$ cat config.mk
export PLATFORM = sky130hd
export DESIGN_NAME = ps2_host_tx
export DESIGN_NICKNAME = d
export VERILOG_FILES = /design/src/rtl/ps2_host_tx.sv
export SDC_FILE = /design/constraint.sdc
export NUM_CORES = 1
export LEC_CHECK = 0
export CORE_MARGIN = 2
export CORE_UTILIZATION = 30
export CTS_BUF_LIST = sky130_fd_sc_hd__clkbuf_4 sky130_fd_sc_hd__clkbuf_8 sky130_fd_sc_hd__clkbuf_16
export CTS_CLUSTER_DIAMETER = 60
export DETAILED_ROUTE_END_ITERATION = 10
export DONT_BUFFER_PORTS = 1
export HOLD_SLACK_MARGIN = 0.05
export PLACE_DENSITY = 0.48
export SLEW_MARGIN = 30
export SYNTH_ARGS = -nofsm -noshare
export SYNTH_HDL_FRONTEND = slang
export SYNTH_SLANG_ARGS = --single-unit
$ cat constraint.sdc
create_clock -name clk -period 3.9 [get_ports clk]
set_input_delay 0.195 -clock clk [delete_from_list [all_inputs] [get_ports clk]]
set_output_delay 0.195 -clock clk [all_outputs]
set_load 0.01 [all_outputs]
$ cat src/rtl/ps2_host_tx.sv
// PS/2 host-to-device transmitter: request-to-send inhibit, 11-bit frame shifted on device clock edges, ack check.
// Optional watchdog enabled by defining PS2_TX_TIMEOUT_EN.
module ps2_host_tx #(
    parameter int unsigned CLK_HZ      = 100000000,
    parameter int unsigned INHIBIT_CYC = CLK_HZ / 10000,
    parameter int unsigned TIMEOUT_CYC = CLK_HZ / 50
) (
    input  logic       clk,
    input  logic       reset,
    input  logic [7:0] tx_data,
    input  logic       tx_start,
    output logic       tx_busy,
    output logic       tx_done,
    output logic       tx_err,
    input  logic       ps2_clk_in,
    input  logic       ps2_data_in,
    output logic       ps2_clk_oe,
    output logic       ps2_data_oe
);

    localparam int unsigned IW = $clog2(INHIBIT_CYC + 1);
    localparam logic [IW-1:0] INH_LAST = IW'(INHIBIT_CYC - 1);

    if (INHIBIT_CYC < 2) begin : g_bad_inhibit
        $error("ps2_host_tx: INHIBIT_CYC must be at least 2");
    end
    if (TIMEOUT_CYC < 1) begin : g_bad_timeout
        $error("ps2_host_tx: TIMEOUT_CYC must be at least 1");
    end

    typedef enum logic [2:0] {
        IDLE,
        INHIBIT,
        START,
        SHIFT,
        ACK,
        WAIT_IDLE
    } state_t;

    state_t         state_q, state_d;
    logic [10:0]    frame_q, frame_d;
    logic [3:0]     bit_cnt_q, bit_cnt_d;
    logic [IW-1:0]  inh_cnt_q, inh_cnt_d;
    logic           ack_ok_q, ack_ok_d;

    logic [1:0]     clk_sync_q, data_sync_q;
    logic           clk_prev_q;
    logic           clk_s, data_s, fall, lines_idle;
    logic           timeout;

    assign clk_s      = clk_sync_q[1];
    assign data_s     = data_sync_q[1];
    assign fall       = clk_prev_q & ~clk_s;
    assign lines_idle = clk_s & data_s;

    // Synchronizers reset to the released (high) line level
    always_ff @(posedge clk or posedge reset) begin
        if (reset) begin
            clk_sync_q  <= '1;
            data_sync_q <= '1;
            clk_prev_q  <= 1'b1;
        end else begin
            clk_sync_q  <= {clk_sync_q[0], ps2_clk_in};
            data_sync_q <= {data_sync_q[0], ps2_data_in};
            clk_prev_q  <= clk_sync_q[1];
        end
    end

`ifdef PS2_TX_TIMEOUT_EN
    localparam int unsigned WW = $clog2(TIMEOUT_CYC + 1);
    localparam logic [WW-1:0] WD_LIMIT = WW'(TIMEOUT_CYC);

    logic [WW-1:0] wd_q, wd_d;
    logic          wd_active;

    assign wd_active = (state_q == START) || (state_q == SHIFT) ||
                       (state_q == ACK)   || (state_q == WAIT_IDLE);
    assign timeout   = wd_active && (wd_q == WD_LIMIT);

    always_comb begin
        wd_d = '0;
        if (wd_active && !timeout) begin
            wd_d = fall ? '0 : wd_q + 1'b1;
        end
    end

    always_ff @(posedge clk or posedge reset) begin
        if (reset) begin
            wd_q <= '0;
        end else begin
            wd_q <= wd_d;
        end
    end
`else
    assign timeout = 1'b0;
`endif

    always_ff @(posedge clk or posedge reset) begin
        if (reset) begin
            state_q <= IDLE;
        end else begin
            state_q <= state_d;
        end
    end

    always_ff @(posedge clk or posedge reset) begin
        if (reset) begin
            frame_q   <= '1;
            bit_cnt_q <= '0;
            inh_cnt_q <= '0;
            ack_ok_q  <= 1'b0;
        end else begin
            frame_q   <= frame_d;
            bit_cnt_q <= bit_cnt_d;
            inh_cnt_q <= inh_cnt_d;
            ack_ok_q  <= ack_ok_d;
        end
    end

    always_comb begin
        state_d   = state_q;
        frame_d   = frame_q;
        bit_cnt_d = bit_cnt_q;
        inh_cnt_d = inh_cnt_q;
        ack_ok_d  = ack_ok_q;
        unique case (state_q)
            IDLE: begin
                inh_cnt_d = '0;
                bit_cnt_d = '0;
                if (tx_start) begin
                    // Frame index k holds the bit presented after falling edge k; index 0 is the start bit
                    frame_d = {1'b1, ~^tx_data, tx_data, 1'b0};
                    state_d = INHIBIT;
                end
            end
            INHIBIT: begin
                if (inh_cnt_q == INH_LAST) begin
                    state_d = START;
                end else begin
                    inh_cnt_d = inh_cnt_q + 1'b1;
                end
            end
            START: begin
                bit_cnt_d = '0;
                state_d   = SHIFT;
            end
            SHIFT: begin
                if (fall) begin
                    bit_cnt_d = bit_cnt_q + 1'b1;
                    if (bit_cnt_q == 4'd9) begin
                        state_d = ACK;
                    end
                end
            end
            ACK: begin
                if (fall) begin
                    ack_ok_d = ~data_s;
                    state_d  = WAIT_IDLE;
                end
            end
            WAIT_IDLE: begin
                if (lines_idle) begin
                    state_d = IDLE;
                end
            end
            default: state_d = IDLE;
        endcase
        if (timeout) begin
            state_d = IDLE;
        end
    end

    always_comb begin
        ps2_clk_oe  = 1'b0;
        ps2_data_oe = 1'b0;
        tx_busy     = (state_q != IDLE);
        tx_done     = 1'b0;
        tx_err      = timeout;
        unique case (state_q)
            INHIBIT: begin
                ps2_clk_oe  = 1'b1;
                ps2_data_oe = (inh_cnt_q == INH_LAST);
            end
            START: begin
                ps2_data_oe = ~timeout;
            end
            SHIFT: begin
                ps2_data_oe = ~frame_q[bit_cnt_q] & ~timeout;
            end
            WAIT_IDLE: begin
                if (lines_idle && !timeout) begin
                    tx_done = ack_ok_q;
                    tx_err  = ~ack_ok_q;
                end
            end
            default: begin
                ps2_clk_oe  = 1'b0;
                ps2_data_oe = 1'b0;
            end
        endcase
    end

endmodule

# Word level (Yosys, flattened, before mapping)
# Cells that the tools add are included.
[word_totals]
in_bits = 13
mem_count = 0
elab_cells = 61
ff_bits = 37
mem_bits_rw = 0
romBits = 0
latch_bits = 0
out_inout_bits = 5
[classes]
n_mul = 0
n_mux = 19
n_lt_le_gt_ge = 1
div = 0
eq_ne = 14
n_shift = 0
n_reduce_logical = 11
bitwise_logic = 6
addsub = 2
[ops]
columns = ["cell", "count"]
rows = [
  ["one-hot mux 14 bit (2 select lines)", 1],
  ["2-to-1 mux 3 bit", 6],
  ["one-hot mux 3 bit (6 select lines)", 1],
  ["adder 14 x 1 -> 14 bit, second input constant", 1],
  ["== test 14 bit, second input constant", 1],
  ["2-to-1 mux 14 bit", 1],
  ["!= test 2 bit, second input constant", 7],
  ["one-hot mux 4 bit (2 select lines)", 1],
  ["AND reduction 2 bit", 4],
  ["XNOR reduction 8 bit", 1],
  ["== test 3 x 2 -> 1 bit, second input constant", 2],
  ["== test 3 bit, second input constant", 2],
  ["2-to-1 mux 1 bit", 6],
  ["AND reduction 6 bit", 1],
  ["less-than comparator 4 x 5 -> 1 bit, second input constant", 1],
  ["adder 4 x 1 -> 4 bit, second input constant", 1],
  ["binary-select mux 1 bit (select 4 bit)", 1],
  ["== test 4 bit, second input constant", 1],
  ["2-to-1 mux 4 bit", 1],
  ["NOT 1 bit", 4],
  ["nonzero test 2 bit", 2],
  ["== test 3 x 1 -> 1 bit, second input constant", 1],
  ["zero test 3 bit", 1],
  ["one-hot mux 1 bit (3 select lines)", 1],
  ["other kinds (3)", 4],
]

# Longest topological paths before layout
# Gate-level depths: netlist of run 1.
[depth]
ltp_word = 4
mapped_depth = 6
mapped_depth_nobuf = 6

# Worst setup path after synthesis of run 1
# Ideal clock, no wire load.
[synth_path]
path_kind = "flip-flop to output port"
from = "register bit_cnt_q[0]"
to = "output port ps2_data_oe"
required_ns = 3.705
arrival_ns = 1.481
stages_incl_launch_ff = 5
path_buffers = 1
path_slack_ns = 2.224
path_cell_list = "dfrtp_1 -> buf_2 -> mux4_2 -> a41o_1 -> o22ai_1"
[synth_via]
elab_chain_len = 4
[synth_lines]
columns = ["element", "line_no", "rtl"]
rows = [
  ["start, declared", "42", "logic [3:0] bit_cnt_q, bit_cnt_d;"],
  ["start signal, assigned", "114", "bit_cnt_q <= bit_cnt_d;"],
  ["binary-select mux 1 bit (select 4 bit)", "188", "ps2_data_oe = ~frame_q[bit_cnt_q] & ~timeout;"],
  ["2-to-1 mux 1 bit (implied by the code)", "188", ""],
  ["NOT 1 bit", "188", ""],
  ["one-hot mux 1 bit (3 select lines)", "179", "unique case (state_q)"],
  ["end, declared", "18", "output logic ps2_data_oe"],
]
# Every way passes these cells. The select of a mux whose other input is x is not followed.

# Final worst setup path of run 1
# Same ends and word-level chain as after synthesis.

==> impl_results.md, run 1 <==
- Worst-margin pin slew: 586 ps
- Comb power frac: 4.3%
- Crit path cell chain: mux4_2 > a41o_1 > o22ai_1
- Chip height: 86.4 um
- Pin count of the biggest net entering global routing: 38
- 1st-pass router iterations: 4
- Area growth from synthesis to layout: 14.2%
- Cells after DPL: 264
- Hold/Removal Path Class: in2reg
- Main combinational cell family by area after synthesis: simple AND/OR/NAND/NOR gates
- Synth cell types: 48
- Non-filler cells in the finished layout: 283
- Resize count post-CTS: 0
- Worst Hold Depth: 4
- Crit. End Element: primary output
- Setup TNS: 0 ps
- EDFF count, synth: 0
- # clock sinks: 37
- Post-synthesis net count: 206
- Maximum VDD drop: about 0.00014 V
- Number of global-route vias before repair: 1507
- Synth Warn #: 0
- Slowest cell on crit path: mux4_2
- Share of cells above drive strength 1: 21.2%
- Remaining DRCs: 0
- CP max FO: 10
- Slowest cell delay on critical path: 580 ps
- WL/cell: ~15 um
- Levels on crit path: 3
- Overall Global Routing Usage: 12.2%
- Maximum buffer depth of the clock tree: 2
- CP Data Required Time: 3700 ps
- Tot Pwr: 0.742 mW
- Leakage: 0.920 nW
- Final hold vios: 0
- Mapped Area: 2040 sq um
- Tcrit/Tclk final: 55.8%
- RSZ-0062 raised after global routing: false
- Mux cell area share after synthesis: 8.60%
- Crit path launch type: flop
- Synth Flop Type: dfrtp_1
- Clock Latency Late Sink: 290 ps
- Hold Slack: ~240 ps
- Clock skew: 8.82 ps
- Num CTS Buffers: 5
- Die area: 7460 sq um
- Post-layout net count: 218
- Worst reg2reg path depth: 5
- Crit path arrival time: 1980 ps
- Post-Syn Area per Cell: between 10 and 15 sq um
- CTS clk-pin slew, worst paths: 80 ps
- Cell family with most CP delay: multiplexers
- Clock tree from TritonCTS: built
- CP bufs+invs: 0
- DR iter-0 viols: 61
- H-Tree Depth: 2
- Antenna violations before repair: 0
- Routed WL: 4.18 mm
- Starting Density: between 30% and 40%
- Synth Area in Simple Gates: 23.0%
- Slew Limit Headroom: 60.9%
- Port Buffer Count: 0
- P_sw: 0.163 mW
- Switching portion of total power: about 22%
- Overflow after GRT: 0
- Routed Antenna Nets: 0
- # setup viols final: 0
- Vias: 1461
- N_diodes: 0
- Final Critical Period: 2170 ps
- Pint: 0.579 mW
- Synth Area in Adders: under 10%
- Row count: 30
- Setup CP Type: reg2out
- Sequential fraction of the synthesis area: 46.4%
- Avg Vias per Cell: 5.16
- Commonest cells after routing, fill and taps aside: dfrtp_1 (22), nand2_1 (17), dfstp_2 (15), dlygate4sd3_1 (11)
- Most common cell after layout, fill and taps aside: dfrtp_1
- #FFs+latches synth: 37
- Compound-gate portion of the synthesized area: 13.0%
- Share of total power in sequential cells: between 50% and 60%
- Fin. max-slew vios: 0
- Clock power frac: 43.0%
- Die extent in x: 86.4 um
- Status: finished clean
- Core Area: 6680 sq um
- Share of the synthesized area in the top cell type: a little over a quarter
- Synth area leader: dfrtp_1
- Post-Synth XOR/XNOR Area: between 3 and 4%
- PD cells: between 300 and 400 nW/um^2
- IO Pins: 18
- Root Buffer: clkbuf_8
- First-pass GRT wire length: 7.13 mm
- Maxcap violations: 0
- Synth area leaders: dfrtp_1 (27%), dfstp_2 (19%), mux2_2 (4.4%)
- Syn Inst Count: 190
- Max Freq: 460 MHz
- Share of synthesized registers carrying an async set or reset: 100%
- Dpl hpwl: 2.86 mm
- Routability congestion estimate: 0.708
==> power groups by stage <==
stage,Sequential [mW],Combinational (mW),Clock [mW]
finish,0.391,0.0319,0.319
global route,0.391,0.0362,0.346
global placement,0.397,0.0245,0
floorplan,0.397,0.0190,0
CTS,0.391,0.0333,0.331
detailed placement,0.398,0.0244,0
==> logic make-up after synthesis <==
kind of cell / after synthesis
DFF: 37
and+or+nand+nor: 73
muxes: 14
buffers and inverters: 16
AOI/OAI and AO/OA: 40
xor gates and xnor gates: 7
adders and majority gates: 3
==> final timing paths <==
| path | startpoint | slack (ps) | to |
|---|---|---|---|
| max | bit_cnt_q[0] | 1730 | ps2_data_oe |
| min | tx_start | 240 | state_q[0] |
| max reg2reg | state_q[0] | 1970 | inh_cnt_q[7] |
| min reg2reg | data_sync_q[0] | 360 | data_sync_q[1] |
| max in group asynchronous | reset | 3070 | frame_q[8] |
| min in group asynchronous | reset | 470 | inh_cnt_q[1] |
==> per-layer routing <==
metal	wire length, um	vias to the layer above	part of all wire, %	track usage [%]
li1	-	724	-	-
met1	2060	710	49	16.2
met2	1920	21	46	19.2
met3	160	6	3.8	3.33
met4	44	0	1.1	3.98
met5	0	-	0	0
==> state kept, by name (all words and copies together), names as in the netlist <==
| name | count |
|---|---|
| inh_cnt_q | 14 |
| frame_q | 10 |
| bit_cnt_q | 4 |
| state_q | 3 |
| clk_sync_q | 2 |
| data_sync_q | 2 |
| ack_ok_q | 1 |
| clk_prev_q | 1 |
==> repair_timing <==
action | 4_1_cts | 5_1_grt
hold buffers | 11 | 0
buffers inserted | 0 | 0
endpoints found under the hold margin | 32 | 0
==> per-stage QoR <==
step / setup slack [ps] / area [sq um] / util, %
floorplan: 2220 / 2040 / -
global placement: 1990 / 2110 / 31.5
detailed placement: 1980 / 2110 / 31.5
CTS: 1660 / 2330 / 34.8
global route: 1610 / 2330 / 34.8
finish: 1730 / 2330 / 34.8
==> cell type report <==
cell class | count | area, sq um
Fill cell | 699 | 4360
Multi-Input combinational cell | 137 | 1010
Sequential cell | 37 | 945
Timing Repair Buffer | 12 | 118
Clock buffer | 7 | 101
Tap cell | 80 | 100
Inverter | 9 | 46.3
Clock inverter | 1 | 8.76
==> cells in the mapped netlist, types with 3 or more instances <==
cell,instances
o21ai_0,8
mux2i_1,4
a22o_1,4
nor3_1,5
xnor2_1,6
nor2_1,6
nand3_1,5
o31ai_1,6
nand2b_1,5
a21oi_1,8
nor4bb_1,3
buf_2,4
dfrtp_1,22
mux2_2,8
inv_1,8
ha_1,3
o211ai_1,4
nand4_1,4
and2_1,4
nand2_1,17
or3_1,3
dfstp_2,15
or4_1,4
==> worst register-to-register path, delay by kind of cell (launching register included) <==
kind	cells	cell delay (ps)
AOI/OAI and AO/OA	2	270
buffers and inverters	1	350
DFF	1	590
and+or+nand+nor	2	610
Note: power is estimated with default switching activity, not from simulation.
==> run 2: changes to the inputs <==
- ABC_AREA: not set -> 1
- PLACE_DENSITY: 0.48 -> 0.49
- clock period: 3.9 -> 1.8 ns (I/O delays scaled with it)
==> impl_results.md, run 2 <==
- Tcrit/Tclk final: between 90% and 100%
- Clock skew: 11.2 ps (was 8.82 ps)
- Pin count of the biggest net entering global routing: 38 (unchanged)
- Mapped Area: 2290 sq um (was 2040 sq um)
- Routed WL: 5.17 mm (was 4.18 mm)
- Sequential fraction of the synthesis area: 41.3% (was 46.4%)
- Worst-margin pin slew: 482 ps (was 586 ps)
- Synth Flop Type: dfrtp_1 (unchanged)
- Root Buffer: clkbuf_8 (unchanged)
- Dpl hpwl: 3.68 mm (was 2.86 mm)
- Area growth from synthesis to layout: 17.3% (was 14.2%)
- Top post-synthesis cells by count: nand2_1 (104), nand3_1 (37), inv_1 (35) (was dfrtp_1 (22), nand2_1 (17), dfstp_2 (15))
- Routed Antenna Nets: 0 (unchanged)
- PnR worst setup slack: 119 ps (was 1730 ps)
- Share of the synthesized area in the top cell type: 24.0% (was 27.0%)
- Leakage: 1.26 nW (was 0.920 nW)
- Max reg flops: 14 (unchanged)
- Maxcap violations: 0 (unchanged)
- Status: finished clean (unchanged)
- Vias: 1979 (was 1461)
- WL/cell: 11.9 um (was 14.8 um)
- 1st-pass router iterations: 4 (unchanged)
- Avg Vias per Cell: 4.57 (was 5.16)
- Maximum buffer depth of the clock tree: 2 (unchanged)
- Remaining DRCs: 0 (unchanged)
- Synth Warn #: 0 (unchanged)
- DR iter-0 viols: 103 (was 61)
- First-pass GRT wire length: 9.27 mm (was 7.13 mm)
- CP Data Required Time: 1710 ps (was 3700 ps)
- Most common cell after layout, fill and taps aside: nand2_1 (was dfrtp_1)
- Slew Limit Headroom: 67.9% (was 60.9%)
- Num CTS Buffers: 5 (unchanged)
- Die area: 8350 sq um (was 7460 sq um)
- RSZ-0062 raised after global routing: false (unchanged)
- # setup viols final: 0 (unchanged)
- Max Freq: 595 MHz
- H-Tree Depth: 2 (unchanged)
- EDFF count, synth: 0 (unchanged)
- Synth area leaders: dfrtp_1 (24%), dfstp_2 (17%), nand2_1 (17%) (was dfrtp_1 (27%), dfstp_2 (19%), mux2_2 (4.4%))
- Top Registers: inh_cnt_q: 14 flops, frame_q: 10 flops, bit_cnt_q: 4 flops (unchanged)
- N_diodes: 0 (unchanged)
- Overall Global Routing Usage: 13.6% (was 12.2%)
- Post-route cell area: 2690 sq um (was 2330 sq um)
- Share of cells above drive strength 1: 18.3% (was 21.2%)
- Synth cell types: 30 (was 48)
- Chip height: 91.4 um (was 86.4 um)
- Hold/Removal Path Class: in2reg (unchanged)
- Commonest cells after routing, fill and taps aside: nand2_1 (103), nand3_1 (36), inv_1 (34), nor2_1 (29), dfrtp_1 (19) (was dfrtp_1 (22), nand2_1 (17), dfstp_2 (15), dlygate4sd3_1 (11))
- Antenna violations before repair: 0 (unchanged)
- Final Critical Period: 1680 ps
- Setup TNS: 0 ps (unchanged)
- Final hold vios: 0 (unchanged)
- PD cells: 1280 nW/um^2 (was 319 nW/um^2)
- Clock Latency Late Sink: 290 ps (about the same)
- CTS clk-pin slew, worst paths: 80 ps (about the same)
- Clock tree from TritonCTS: built (unchanged)
- Fin. max-slew vios: 0 (unchanged)
- DP Area: 2370 sq um (was 2110 sq um)
- Starting Density: 31.2% (was 30.5%)
- Die extent in x: 91.4 um (was 86.4 um)
- Crit path launch type: flop (unchanged)
- Top reg by flops: inh_cnt_q (unchanged)
- Number of global-route vias before repair: 1982 (was 1507)
- Row count: 31 (was 30)
- Core Area: 7330 sq um (was 6680 sq um)
- Overflow after GRT: 0 (unchanged)
- Port Buffer Count: 0 (unchanged)
- IO Pins: 18 (unchanged)
- # clock sinks: 37 (unchanged)
- Synth area leader: dfrtp_1 (unchanged)
- Post-synthesis net count: 328 (was 206)
- Pre-CTS setup slack: 216 ps (was 1980 ps)
- CP max FO: 7 (was 10)
- #FFs+latches synth: 37 (unchanged)
- Crit. End Element: primary output (unchanged)
- Most frequent cell after synthesis: nand2_1 (was dfrtp_1)
- Syn Inst Count: 312 (was 190)
- Share of synthesized registers carrying an async set or reset: 100% (unchanged)
- Setup CP Type: reg2out (unchanged)
- Post-Syn Area per Cell: 7.34 sq um (was 10.7 sq um)
- Maximum VDD drop: 0.000426 V (was 0.000138 V)
- Post-layout net count: 349 (was 218)
- Routability congestion estimate: 0.838 (was 0.708)
- Tot Pwr: 3.42 mW (was 0.742 mW)
- Crit path arrival time: 1590 ps (was 1980 ps)
-- run 2: cell count changes in the layout (fill, tap and decap cells not counted), sizes merged, moves of 8 or more --
cell,previous run,this run
nand2,19,108
mux2,8,0
nor2,7,34
nand3,6,40
buf,1,10
inv,8,40
-- run 2: cell families after synthesis --
family | synth area share (%)
DFF | 41.3
buffers and inverters | 9.56
and+or+nand+nor | 38.5
AOI/OAI and AO/OA | 5.25
adders and majority gates | 1.64
xor gates and xnor gates | 3.82
-- run 2: final timing paths --
| check | from | endpoint | slack, ps | depth (start not counted) |
|---|---|---|---|---|
| max in group asynchronous | reset | clk_sync_q[1] | 1080 | 3 |
| min in group asynchronous | reset | bit_cnt_q[0] | 350 | 3 |
| max reg2reg | inh_cnt_q[0] | inh_cnt_q[4] | 210 | 9 |
| min reg2reg | clk_sync_q[0] | clk_sync_q[1] | 360 | 0 |
| max | inh_cnt_q[0] | ps2_data_oe | 120 | 7 |
| min | tx_start | frame_q[7] | 120 | 4 |
-- run 2: per-stage QoR --
stage / hold slack (ps) / std cells / util, %
after global placement: 94.6 / 406 / 32.3
after detailed placement: 94.6 / 406 / 32.3
after global routing: 141 / 433 / 36.6
after floorplan: 94.5 / 312 / -
after CTS: 121 / 425 / 35.6
final: 119 / 433 / 36.6
-- run 2: critical path, stage by stage (launching register included) --
cell and delay (ps):
dfrtp_1 400, ha_2 250, nand3_2 120, nor2_1 130, nand2_1 90, nand2_4 110, nand3_1 90, nand2_2 100
-- run 2: repair_timing --
item,CTS,global route
gates resized for setup,2,8
setup endpoints to repair,1,1
pin swaps,0,4
setup buffers,0,8
endpoints found under the hold margin,32,0
hold buffers,11,0
-- run 2: layer usage --
metal | vias to the layer above | GRT usage, % | wire, um
li1 | 1024 | - | -
met1 | 917 | 19.5 | 2680
met2 | 34 | 20.4 | 2240
met3 | 4 | 2.90 | 190
met4 | 0 | 4.67 | 63
met5 | - | 0 | 0
-- run 2: power breakdown --
group	leakage, nW	switching [mW]	internal (mW)
Clock	0.0645	0.311	0.439
Sequential	0.451	0.190	1.09
Combinational	0.746	0.891	0.504
Total	1.26	1.39	2.03
-- run 2: final cells by class --
class / count / area, sq um
multi-input cells: 228 / 1140
well taps: 99 / 124
fillers: 775 / 4650
inverters: 40 / 163
flip-flops and latches: 37 / 948
clock inverters: 1 / 5.00
repair buffers: 21 / 185
clock buffers: 7 / 119
==> run 3: changes to the inputs <==
- CTS_CLUSTER_SIZE: not set -> 14
- PLACE_DENSITY: 0.49 -> 0.41
==> impl_results.md, run 3 (synthesis gave the netlist of run 2 again) <==
- Max Freq: 605 MHz (was 595 MHz)
- Chip height: 91.4 um (unchanged)
- Vias: 1942 (was 1979)
- Final hold vios: 0 (unchanged)
- Die extent in x: 91.4 um (unchanged)
- CP max FO: 6 (was 7)
- Clock Latency Late Sink: 290 ps (about the same)
- Top Registers: inh_cnt_q: 14 flops, frame_q: 10 flops, bit_cnt_q: 4 flops (unchanged)
- Routed Antenna Nets: 0 (unchanged)
- Share of cells above drive strength 1: 17.5% (was 18.3%)
- DR iter-0 viols: 100 (was 103)
- # setup viols final: 0 (unchanged)
- Tot Pwr: 3.42 mW (about the same)
- IO Pins: 18 (unchanged)
- Dpl hpwl: 3.91 mm (was 3.68 mm)
- First-pass GRT wire length: 9.75 mm (was 9.27 mm)
- Worst-margin pin slew: 483 ps (was 482 ps)
- Commonest cells after routing, fill and taps aside: nand2_1 (103), nand3_1 (36), inv_1 (34), nor2_1 (29), dfrtp_1 (19) (unchanged)
- DP Area: 2390 sq um (was 2370 sq um)
- Pre-CTS setup slack: 171 ps (was 216 ps)
- Clock tree from TritonCTS: built (unchanged)
- Crit. End Element: primary output (unchanged)
- Status: finished clean (unchanged)
- N_diodes: 0 (unchanged)
- Routability congestion estimate: 0.769 (was 0.838)
- Antenna violations before repair: 0 (unchanged)
- Area growth from synthesis to layout: 16.7% (was 17.3%)
- Tcrit/Tclk final: 91.8% (was 93.4%)
- Clock skew: 14.5 ps (was 11.2 ps)
- Starting Density: 31.2% (unchanged)
- WL/cell: 12.4 um (was 11.9 um)
- Non-filler cells in the finished layout: 431 (was 433)
- Maximum VDD drop: 0.000405 V (was 0.000426 V)
- Remaining DRCs: 0 (unchanged)
- Overall Global Routing Usage: 14.6% (was 13.6%)
- # clock sinks: 37 (unchanged)
- H-Tree Depth: 2 (unchanged)
- Port Buffer Count: 0 (unchanged)
- Setup CP Type: reg2out (unchanged)
- 1st-pass router iterations: 4 (unchanged)
- Fin. max-slew vios: 0 (unchanged)
- Final Critical Period: 1650 ps (was 1680 ps)
- PD cells: 1280 nW/um^2 (about the same)
- Leakage: 1.25 nW (was 1.26 nW)
- Root Buffer: clkbuf_8 (unchanged)
- Die area: 8350 sq um (unchanged)
- Cells after DPL: 409 (was 406)
- Crit path launch type: flop (unchanged)
- Top reg by flops: inh_cnt_q (unchanged)
- CTS clk-pin slew, worst paths: 90 ps (was 80 ps)
- PnR worst setup slack: 147 ps (was 119 ps)
- Setup TNS: 0 ps (unchanged)
- Maximum buffer depth of the clock tree: 2 (unchanged)
- Maxcap violations: 0 (unchanged)
- Overflow after GRT: 0 (unchanged)
- Slew Limit Headroom: 67.8% (was 67.9%)
- Avg Vias per Cell: 4.51 (was 4.57)
- Row count: 31 (unchanged)
- Crit path arrival time: 1560 ps (was 1590 ps)
- Num CTS Buffers: 5 (unchanged)
- Routed WL: 5.36 mm (was 5.17 mm)
- Pin count of the biggest net entering global routing: 38 (unchanged)
- Number of global-route vias before repair: 2029 (was 1982)
- Hold/Removal Path Class: in2reg (unchanged)
- Core Area: 7330 sq um (unchanged)
- Post-layout net count: 347 (was 349)
- CP Data Required Time: 1710 ps (about the same)
- Most common cell after layout, fill and taps aside: nand2_1 (unchanged)
- Fill cells: 812 (was 775)
- Post-route cell area: 2670 sq um (was 2690 sq um)
- Max reg flops: 14 (unchanged)
[run 3: layer usage]
metal | part of all wire [%] | wire, um | vias up | track usage (%)
li1 | - | - | 1025 | -
met1 | 52 | 2790 | 867 | 20.0
met2 | 43 | 2290 | 43 | 22.5
met3 | 3.7 | 201 | 7 | 3.07
met4 | 1.5 | 78 | 0 | 5.43
met5 | 0 | 0 | - | 0
[run 3: worst paths after layout]
path / endpoint / slack (ps) / cells past startpoint / from
setup / recovery: ps2_data_oe / 150 / 7 / inh_cnt_q[0]
hold / removal: frame_q[5] / 130 / 4 / tx_start
setup reg to reg: inh_cnt_q[11] / 210 / 8 / inh_cnt_q[0]
hold reg to reg: data_sync_q[1] / 360 / 0 / data_sync_q[0]
max in group asynchronous: state_q[0] / 1080 / 3 / reset
min in group asynchronous: inh_cnt_q[8] / 340 / 3 / reset
[run 3: through the flow]
step	hold slack, ps	util, %
after detailed placement	94.6	32.6
after floorplan	94.5	-
after global routing	168	36.4
after global placement	94.6	32.6
final	133	36.4
after CTS	121	36.0
[run 3: layout make-up]
cell class	count	area [sq um]	share of cell area [%]
Clock buffer	7	90.1	3.37
Tap cell	99	124	4.64
Timing Repair Buffer	19	170	6.37
Multi-Input combinational cell	228	1150	43.0
Clock inverter	1	30.0	1.12
Sequential cell	37	948	35.5
Inverter	40	160	6.00
[run 3: critical path, cell delays in order (launching register included)]
cell and delay (ps):
dfrtp_1 430, ha_4 190, nand3_2 110, nor2_1 130
nand2_1 100, nand2_4 100, nand3_1 90, nand2_2 120
[run 3: report_power, final]
group	switching, mW	internal [mW]
clock network	0.309	0.467
logic	0.895	0.466
registers	0.196	1.09
[run 3: what timing repair did]
item                                    CTS  global route
buffers inserted                          2             1
pin swaps                                 1             0
endpoints found under the setup margin    1             1
endpoints found under the hold margin    32             0
resized for setup                         1             8
hold buffers                             11             0
